`config.mk`:
```
export PLATFORM = sky130hd
export DESIGN_NAME = ram_dual_arb_flat
export DESIGN_NICKNAME = d
export VERILOG_FILES = /design/src/rtl/ram_dual_arb_if.sv /design/src/rtl/ram_dual_arb.sv /design/src/flat_wrapper.sv
export SDC_FILE = /design/constraint.sdc
export NUM_CORES = 1
export LEC_CHECK = 0
export BUFFER_PORTS_ARGS = -buffer_cell sky130_fd_sc_hd__buf_2
export CAP_MARGIN = 20
export CORE_ASPECT_RATIO = 1.25
export CORE_MARGIN = 5
export CORE_UTILIZATION = 46
export DETAILED_ROUTE_END_ITERATION = 16
export PLACE_DENSITY = 0.9
export SLEW_MARGIN = 20
export SYNTH_ARGS = -nofsm -noshare
export SYNTH_HDL_FRONTEND = slang
export SYNTH_SLANG_ARGS = --single-unit
```
`constraint.sdc`:
```
create_clock -name clk -period 5.1 [get_ports clk]
set_clock_uncertainty 0.2 [all_clocks]
set_input_delay 1.275 -clock clk [delete_from_list [all_inputs] [get_ports clk]]
set_output_delay 1.275 -clock clk [all_outputs]
set_load 0.02 [all_outputs]
```
`src/rtl/ram_dual_arb_if.sv`:
```
// Requester-side bundle for ram_dual_arb: one instance per master.
// The master drives the request fields and receives grant and read-return
// signals; the arbiter sits on the slave side.
interface ram_dual_arb_if #(
    parameter int DW = 8,
    parameter int AW = 3
);
    logic          req;     // request valid
    logic          wr;      // 1 = write, 0 = read
    logic [AW-1:0] addr;    // request address
    logic [DW-1:0] wdata;   // write data, ignored on reads
    logic          gnt;     // request accepted this cycle (combinational)
    logic          rvalid;  // read data valid, one-cycle pulse
    logic [DW-1:0] rdata;   // read data, meaningful while rvalid is high

    modport master (
        output req, wr, addr, wdata,
        input  gnt, rvalid, rdata
    );

    modport slave (
        input  req, wr, addr, wdata,
        output gnt, rvalid, rdata
    );
endinterface

```
`src/rtl/ram_dual_arb.sv`:
```
// Two-master arbiter/sequencer for the ram_dual 8x8 dual-port RAM.
// The RAM write port and read port are arbitrated independently, each with
// its own round-robin priority pointer. A read that targets the same address
// as the winning write in the same cycle is withheld for one cycle so that it
// returns the freshly written data. RAM controls are registered from the
// grants; read data comes back two cycles after the grant, tagged to the
// master that issued the read.
module ram_dual_arb #(
    parameter int DW = 8,
    parameter int AW = 3
) (
    input  logic          clk,
    input  logic          rst_n,
    ram_dual_arb_if.slave m0,
    ram_dual_arb_if.slave m1,
    output logic          ram_we,
    output logic [AW-1:0] ram_addr_in,
    output logic [DW-1:0] ram_d,
    output logic          ram_rd,
    output logic [AW-1:0] ram_addr_out,
    input  logic [DW-1:0] ram_q
);

    typedef enum logic {
        M0 = 1'b0,
        M1 = 1'b1
    } master_e;

    // Write-port arbitration signals
    logic          w_wc0;
    logic          w_wc1;
    logic          w_wgo;
    master_e       w_wsel;
    logic [AW-1:0] w_waddr;
    logic [DW-1:0] w_wdata;

    // Read-port arbitration signals
    logic          w_rc0;
    logic          w_rc1;
    logic          w_rreq;
    logic          w_rgo;
    master_e       w_rsel;
    logic [AW-1:0] w_raddr;
    logic          w_collide;

    // Per-master grants
    logic          w_gnt0;
    logic          w_gnt1;

    // Priority pointers and read-return pipeline
    master_e       r_wpri;
    master_e       r_rpri;
    master_e       r_rd_owner;
    logic          r_ram_we;
    logic [AW-1:0] r_ram_addr_in;
    logic [DW-1:0] r_ram_d;
    logic          r_ram_rd;
    logic [AW-1:0] r_ram_addr_out;
    logic          r_rvalid0;
    logic          r_rvalid1;

    // Write-port winner: sole candidate, or the priority holder on contention
    always_comb begin
        w_wc0   = m0.req & m0.wr;
        w_wc1   = m1.req & m1.wr;
        w_wgo   = w_wc0 | w_wc1;
        w_wsel  = M0;
        if (w_wc0 && w_wc1) begin
            w_wsel = r_wpri;
        end else if (w_wc1) begin
            w_wsel = M1;
        end
        w_waddr = (w_wsel == M1) ? m1.addr  : m0.addr;
        w_wdata = (w_wsel == M1) ? m1.wdata : m0.wdata;
    end

    // Read-port winner, then withheld if it hits the winning write's address
    always_comb begin
        w_rc0  = m0.req & ~m0.wr;
        w_rc1  = m1.req & ~m1.wr;
        w_rreq = w_rc0 | w_rc1;
        w_rsel = M0;
        if (w_rc0 && w_rc1) begin
            w_rsel = r_rpri;
        end else if (w_rc1) begin
            w_rsel = M1;
        end
        w_raddr   = (w_rsel == M1) ? m1.addr : m0.addr;
        w_collide = w_wgo & w_rreq & (w_waddr == w_raddr);
        w_rgo     = w_rreq & ~w_collide;
    end

    // Grants are forced low while reset is asserted, since they are combinational
    always_comb begin
        w_gnt0 = rst_n & ((w_wgo & (w_wsel == M0)) | (w_rgo & (w_rsel == M0)));
        w_gnt1 = rst_n & ((w_wgo & (w_wsel == M1)) | (w_rgo & (w_rsel == M1)));
    end

    // Round-robin pointers: each moves away from the master it just granted
    always_ff @(posedge clk or negedge rst_n) begin
        if (!rst_n) begin
            r_wpri <= M0;
            r_rpri <= M0;
        end else begin
            if (w_wgo) begin
                r_wpri <= (w_wsel == M0) ? M1 : M0;
            end
            if (w_rgo) begin
                r_rpri <= (w_rsel == M0) ? M1 : M0;
            end
        end
    end

    // RAM write port: one-cycle write strobe per write grant
    always_ff @(posedge clk or negedge rst_n) begin
        if (!rst_n) begin
            r_ram_we      <= 1'b0;
            r_ram_addr_in <= '0;
            r_ram_d       <= '0;
        end else begin
            r_ram_we <= w_wgo;
            if (w_wgo) begin
                r_ram_addr_in <= w_waddr;
                r_ram_d       <= w_wdata;
            end
        end
    end

    // RAM read port: one-cycle read strobe per read grant, with owner tag
    always_ff @(posedge clk or negedge rst_n) begin
        if (!rst_n) begin
            r_ram_rd       <= 1'b0;
            r_ram_addr_out <= '0;
            r_rd_owner     <= M0;
        end else begin
            r_ram_rd <= w_rgo;
            if (w_rgo) begin
                r_ram_addr_out <= w_raddr;
                r_rd_owner     <= w_rsel;
            end
        end
    end

    // Read return: pulse the owner's rvalid in the cycle ram_q is valid
    always_ff @(posedge clk or negedge rst_n) begin
        if (!rst_n) begin
            r_rvalid0 <= 1'b0;
            r_rvalid1 <= 1'b0;
        end else begin
            r_rvalid0 <= r_ram_rd & (r_rd_owner == M0);
            r_rvalid1 <= r_ram_rd & (r_rd_owner == M1);
        end
    end

    assign m0.gnt       = w_gnt0;
    assign m1.gnt       = w_gnt1;
    assign m0.rvalid    = r_rvalid0;
    assign m1.rvalid    = r_rvalid1;
    // Both masters see ram_q directly; rvalid says whose data it is
    assign m0.rdata     = ram_q;
    assign m1.rdata     = ram_q;

    assign ram_we       = r_ram_we;
    assign ram_addr_in  = r_ram_addr_in;
    assign ram_d        = r_ram_d;
    assign ram_rd       = r_ram_rd;
    assign ram_addr_out = r_ram_addr_out;

endmodule
```
`src/flat_wrapper.sv`:
```
// flat-port wrapper written by rule: the top's interface ports become plain ports
module ram_dual_arb_flat 
#(
    parameter int DW = 8,
    parameter int AW = 3
)
  (clk, rst_n, ram_we, ram_addr_in, ram_d, ram_rd, ram_addr_out, ram_q, m0_req, m0_wr, m0_addr, m0_wdata, m0_gnt, m0_rvalid, m0_rdata, m1_req, m1_wr, m1_addr, m1_wdata, m1_gnt, m1_rvalid, m1_rdata);
  ram_dual_arb_if #(.DW(DW), .AW(AW)) m0_i ();
  ram_dual_arb_if #(.DW(DW), .AW(AW)) m1_i ();
  input  logic clk;
  input  logic rst_n;
  output logic ram_we;
  output logic [AW-1:0] ram_addr_in;
  output logic [DW-1:0] ram_d;
  output logic ram_rd;
  output logic [AW-1:0] ram_addr_out;
  input  logic [DW-1:0] ram_q;
  input wire logic [$bits(m0_i.req)-1:0] m0_req;
  input wire logic [$bits(m0_i.wr)-1:0] m0_wr;
  input wire logic [$bits(m0_i.addr)-1:0] m0_addr;
  input wire logic [$bits(m0_i.wdata)-1:0] m0_wdata;
  output wire logic [$bits(m0_i.gnt)-1:0] m0_gnt;
  output wire logic [$bits(m0_i.rvalid)-1:0] m0_rvalid;
  output wire logic [$bits(m0_i.rdata)-1:0] m0_rdata;
  input wire logic [$bits(m1_i.req)-1:0] m1_req;
  input wire logic [$bits(m1_i.wr)-1:0] m1_wr;
  input wire logic [$bits(m1_i.addr)-1:0] m1_addr;
  input wire logic [$bits(m1_i.wdata)-1:0] m1_wdata;
  output wire logic [$bits(m1_i.gnt)-1:0] m1_gnt;
  output wire logic [$bits(m1_i.rvalid)-1:0] m1_rvalid;
  output wire logic [$bits(m1_i.rdata)-1:0] m1_rdata;
  assign m0_i.req = m0_req;
  assign m0_i.wr = m0_wr;
  assign m0_i.addr = m0_addr;
  assign m0_i.wdata = m0_wdata;
  assign m0_gnt = m0_i.gnt;
  assign m0_rvalid = m0_i.rvalid;
  assign m0_rdata = m0_i.rdata;
  assign m1_i.req = m1_req;
  assign m1_i.wr = m1_wr;
  assign m1_i.addr = m1_addr;
  assign m1_i.wdata = m1_wdata;
  assign m1_gnt = m1_i.gnt;
  assign m1_rvalid = m1_i.rvalid;
  assign m1_rdata = m1_i.rdata;
  ram_dual_arb #(.DW(DW), .AW(AW)) u_core (.clk(clk), .rst_n(rst_n), .m0(m0_i), .m1(m1_i), .ram_we(ram_we), .ram_addr_in(ram_addr_in), .ram_d(ram_d), .ram_rd(ram_rd), .ram_addr_out(ram_addr_out), .ram_q(ram_q));
endmodule
```
# == After elaboration in Yosys (flattened, before gate mapping) ==
# Cells that the tools add are included.
# totals
regBits,21
elab_cells,47
# classes
n_eq_ne,1
mux,9
bitwise,25
n_reduce_logical,2
# op_table
op,count
$and 1x1->1,15
$mux 8,1
$mux 1,6
$mux 3,2
$not 1->1,6
$or 1x1->1,4
$eq 3x3->1,1
$logic_and 1x1->1,2

# == Depth between registers and ports, before layout ==
# depth
word_depth,12
ltp_mapped,6
ltp_nobuf,5

# == Worst setup path after synthesis ==
# OpenSTA, ideal clock, no wires.
# synth_timing
kind,input -> output
startpoint,input m0_addr[0]
endpoint,output m0_gnt
arrival_ns,2.155
setup_slack_ns,1.470
path_stages,4
path_cell_list,xor2_2 -> nor3_4 -> mux2i_1 -> o221a_2
# synth_between
elab_chain_len,8
# synth_rtl
item,line_no,rtl
start: declaration,flat_wrapper.sv:20,input wire logic [$bits(m0_i.addr)-1:0] m0_addr;
$mux 3 (on tied branches),"ram_dual_arb.sv:73, ram_dual_arb.sv:88",
$eq 3x3->1 (*),ram_dual_arb.sv:89,w_collide = w_wgo & w_rreq & (w_waddr == w_raddr);
$and 1x1->1 (*),ram_dual_arb.sv:89,
$not 1->1 (*),ram_dual_arb.sv:90,w_rgo = w_rreq & ~w_collide;
$and 1x1->1 (*),ram_dual_arb.sv:90,
$and 1x1->1 (*),ram_dual_arb.sv:95,w_gnt0 = rst_n & ((w_wgo & (w_wsel == M0)) | (w_rgo & (w_rsel == M0)));
$or 1x1->1 (*),ram_dual_arb.sv:95,
$and 1x1->1 (*),ram_dual_arb.sv:95,
end: declaration,flat_wrapper.sv:22,output wire logic [$bits(m0_i.gnt)-1:0] m0_gnt;
# Mark *: on every way between the ends. The rest lies on a longest branch, timed or not.

# == Worst setup path in the final report ==
# layout_timing
startpoint,input m0_wr
endpoint,output m0_gnt
# layout_between
elab_chain_len,12
# layout_rtl
item,line_no,rtl
start: declaration,flat_wrapper.sv:19,input wire logic [$bits(m0_i.wr)-1:0] m0_wr;
$not 1->1,ram_dual_arb.sv:79,w_rc0 = m0.req & ~m0.wr;
$and 1x1->1,ram_dual_arb.sv:79,
$logic_and 1x1->1,ram_dual_arb.sv:83,if (w_rc0 && w_rc1) begin
$mux 1,ram_dual_arb.sv:83,
$mux 3,ram_dual_arb.sv:88,w_raddr = (w_rsel == M1) ? m1.addr : m0.addr;
$eq 3x3->1,ram_dual_arb.sv:89,
$and 1x1->1,ram_dual_arb.sv:89,
$not 1->1,ram_dual_arb.sv:90,
$and 1x1->1,ram_dual_arb.sv:90,
$and 1x1->1,ram_dual_arb.sv:95,
$or 1x1->1 (*),ram_dual_arb.sv:95,
$and 1x1->1 (*),ram_dual_arb.sv:95,
# Marked as above.

==> flow_summary_export.csv <==
group,metric,value,unit
setup_path,cpMostUsedCell,"buf_2",
grt,gr-total-overflow,0,
timing,post-route-period-util,0.778,
routing,drtIter0Drc,18,
clock_tree,cts_buffers,3,
clock_tree,cts_resized,0,
grt,antenna_found_initial,0,
setup_path,crit_family,"compound AO/OA/AOI/OAI gates",
clock_tree,htreeDepth,1,
grt,grt_max_degree,24,
routing,avgRoutedWirePerCell,15.2,um
timing,setup_viol,0,
logic_synthesis,syn-num-nets,138,
logic_synthesis,syn_area,1190,um^2
clock_tree,cts_buffer_depth,2,
power_and_ir_drop,switching_share,0.333,
placement,gp_congestion,0.765,
die,core_area,2450,um^2
logic_synthesis,syn_inst,102,
layout,fin_cells,167,
logic_synthesis,synth-seq-cells,21,
die,dieArea,3720,um^2
layout,syn_to_final_growth,12.9,%
logic_synthesis,synthTopCellsByArea,"dfrtp_1 44%, buf_4 11%, a22o_1 5.9%",
timing,timing.fmax,252,MHz
setup_path,required,3620,ps
logic_synthesis,yosysUniqueCellTypes,31,
grt,grt_pass1_wl,3950,um
setup_path,path_class,"in -> out",
power_and_ir_drop,irDropWorstVdd,155,uV
setup_path,critPathSlowestCell,"nor2_2",
die,rows,20,
die,pin_count,72,
setup_path,path_buf_inv,2,
power_and_ir_drop,total_power,417,uW
layout,fin_nets,171,
die,initial_utilization,0.487,
setup_path,startpoint_type,"primary input",
power_and_ir_drop,net-switching-power,139,uW
power_and_ir_drop,p_seq_frac,0.493,
placement,placed_cells,163,
layout,final_layout_size_suffix_gt1_frac,0.515,
clock_tree,postCtsSetupRepairBufs,0,
setup_path,end_kind,"output pin",
clock_tree,clk-insertion-delay-late,300,ps
timing,hold_viol_final,0,
power_and_ir_drop,leakage,0.000714,uW
setup_path,path_cells,"buf_2 -> nand2_2 -> o21ba_4 -> nor2_2 -> o221a_2 -> buf_2",
hold_path,hold_path_class,"reg -> reg",
die,die_w,55.6,um
timing,slew-limit-headroom,0.670,
routing,drc,0,
timing,rsz0062_at_grt,"no",
clock_tree,clock_sinks,21,
power_and_ir_drop,intPower,278,uW
die,die-height,67.0,um
logic_synthesis,yosysTopAreaCellShare,0.440,
grt,grt_pass1_vias,903,
placement,dpl.hpwl,2040,um
placement,portBuffers,47,
routing,via_count,848,
logic_synthesis,ys_warn_count,0,
setup_path,cp.arrival,2490,ps
clock_tree,hold_buffers,0,
layout,final_cell_area,1350,um^2
outcome,status,"finished clean",
layout,fill_cells,239,
grt,grtUsageTotal,0.136,
routing,vias_per_cell,5.08,
timing,drv_slew,0,
hold_path,hold_start,"u_core.r_rd_owner$_DFFE_PN0N_",
clock_tree,path_clk_slew,110,ps
logic_synthesis,syn_avg_cell_area,11.7,um^2
logic_synthesis,yosysTopAreaCell,"dfrtp_1",
power_and_ir_drop,p_clk_frac,0.187,
timing,tightest_slew,495,ps
setup_path,crit_fanout,14,
routing,antenna_left,0,
timing,period_needed,3970,ps
routing,firstDrtPassIters,4,
power_and_ir_drop,pwr-share-comb,0.320,
setup_path,r2r_start,"u_core.r_rpri$_DFFE_PN0N_",
power_and_ir_drop,power.density,310,nW/um^2
timing,holdWs,252,ps
placement,place_area,1320,um^2
layout,antenna_cells,0,
setup_path,crit_path_start,"m0_wr",
timing,setup_tns,0,ps
logic_synthesis,yosysSeqAreaShare,0.440,
run,drv_cap,0,
setup_path,slowest_delay,330,ps
routing,drt_wl_total,2530,um
clock_tree,cts_tree,"built",
clock_tree,root_buffer,"clkbuf_4",
[final timing paths]
kind	endpoint	slack, ps	cells past startpoint
setup / recovery	m0_gnt	1130	6
setup reg to reg	u_core.ram_addr_out[2]$_DFFE_PN0N_	3470	4
min in group asynchronous	u_core.ram_addr_in[2]$_DFFE_PN0P_	720	1
hold / removal	u_core.m0.rvalid$_DFF_PN0_	250	1
hold reg to reg	u_core.m0.rvalid$_DFF_PN0_	250	1
max in group asynchronous	u_core.r_rd_owner$_DFFE_PN0N_	3640	1
[flip-flops by register name, indices dropped and copies added (netlist names)]
| register | cells |
|---|---|
| u_core.r_rpri | 1 |
| u_core.r_rd_owner | 1 |
| u_core.m1.rvalid | 1 |
| u_core.ram_rd | 1 |
| u_core.r_wpri | 1 |
| u_core.ram_d | 8 |
| u_core.m0.rvalid | 1 |
| u_core.ram_we | 1 |
| u_core.ram_addr_in | 3 |
| u_core.ram_addr_out | 3 |
[stage by stage]
step                setup WS [ps]   util
detailed placement           1120  0.539
global route                 1050  0.550
floorplan                    1470      -
CTS                          1120  0.550
global placement             1180  0.539
finish                       1130  0.550
[Yosys cell counts]
master    count
dfrtp_1      21
nand2b_1      1
and2_1        1
nand2_2       2
nor4_1        1
mux2i_1       4
o21a_1        1
a21boi_4      1
nor3_4        1
a21oi_2       1
and2b_1       1
buf_6         2
a21o_1        9
nor2_2        1
nand2_1       4
a21boi_0      1
o21ai_0       7
mux2_4        3
mux2_2        3
inv_2         1
xor2_1        1
xor2_2        2
o21ba_4       1
o221a_2       1
a211o_1       1
inv_1         2
buf_4        17
o21ai_1       1
nor2b_1       1
a22o_1        8
and2_4        1
[cells in the final DEF (no fill, tap or decap), types with 3 or more instances in the layout]
| cell | instances |
|---|---|
| buf_2 | 47 |
| a22o_1 | 8 |
| dfrtp_1 | 21 |
| a21o_1 | 9 |
| clkbuf_4 | 3 |
| mux2_4 | 3 |
| o21ai_0 | 7 |
| mux2_2 | 3 |
| mux2i_1 | 4 |
| nand2_1 | 4 |
[cell type report]
class	count	area (um^2)	share of cell area
Multi-Input combinational cell	59	508	0.377
Tap cell	33	41.3	0.0306
Timing Repair Buffer	47	235	0.174
Clock buffer	3	22.5	0.0167
Inverter	3	11.3	0.00835
Clock inverter	1	5.00	0.00371
Sequential cell	21	526	0.390
[power groups by stage]
stage                     Combinational (uW)  Clock [uW]  Sequential [uW]
final                                    134        78.0              206
after global routing                     145        89.1              209
after CTS                                136        81.3              206
after global placement                   131           0              207
after detailed placement                 136           0              209
after floorplan                         79.4           0              234
[cells by family after synthesis]
| kind of cell | after synthesis | synth area share |
|---|---|---|
| DFF | 21 | 0.440 |
| AOI/OAI and AO/OA | 32 | 0.215 |
| xor gates and xnor gates | 3 | 0.0346 |
| and+or+nand+nor | 14 | 0.0765 |
| muxes | 10 | 0.0995 |
| buffers and inverters | 22 | 0.135 |
[per-layer routing]
metal,up-vias,global-route usage,wire [um]
met5,-,0,0
met4,0,0.0608,44
met3,4,0.0291,148
met2,21,0.249,1380
met1,420,0.150,960
li1,403,-,-
(Power assumes the default switching activity.)
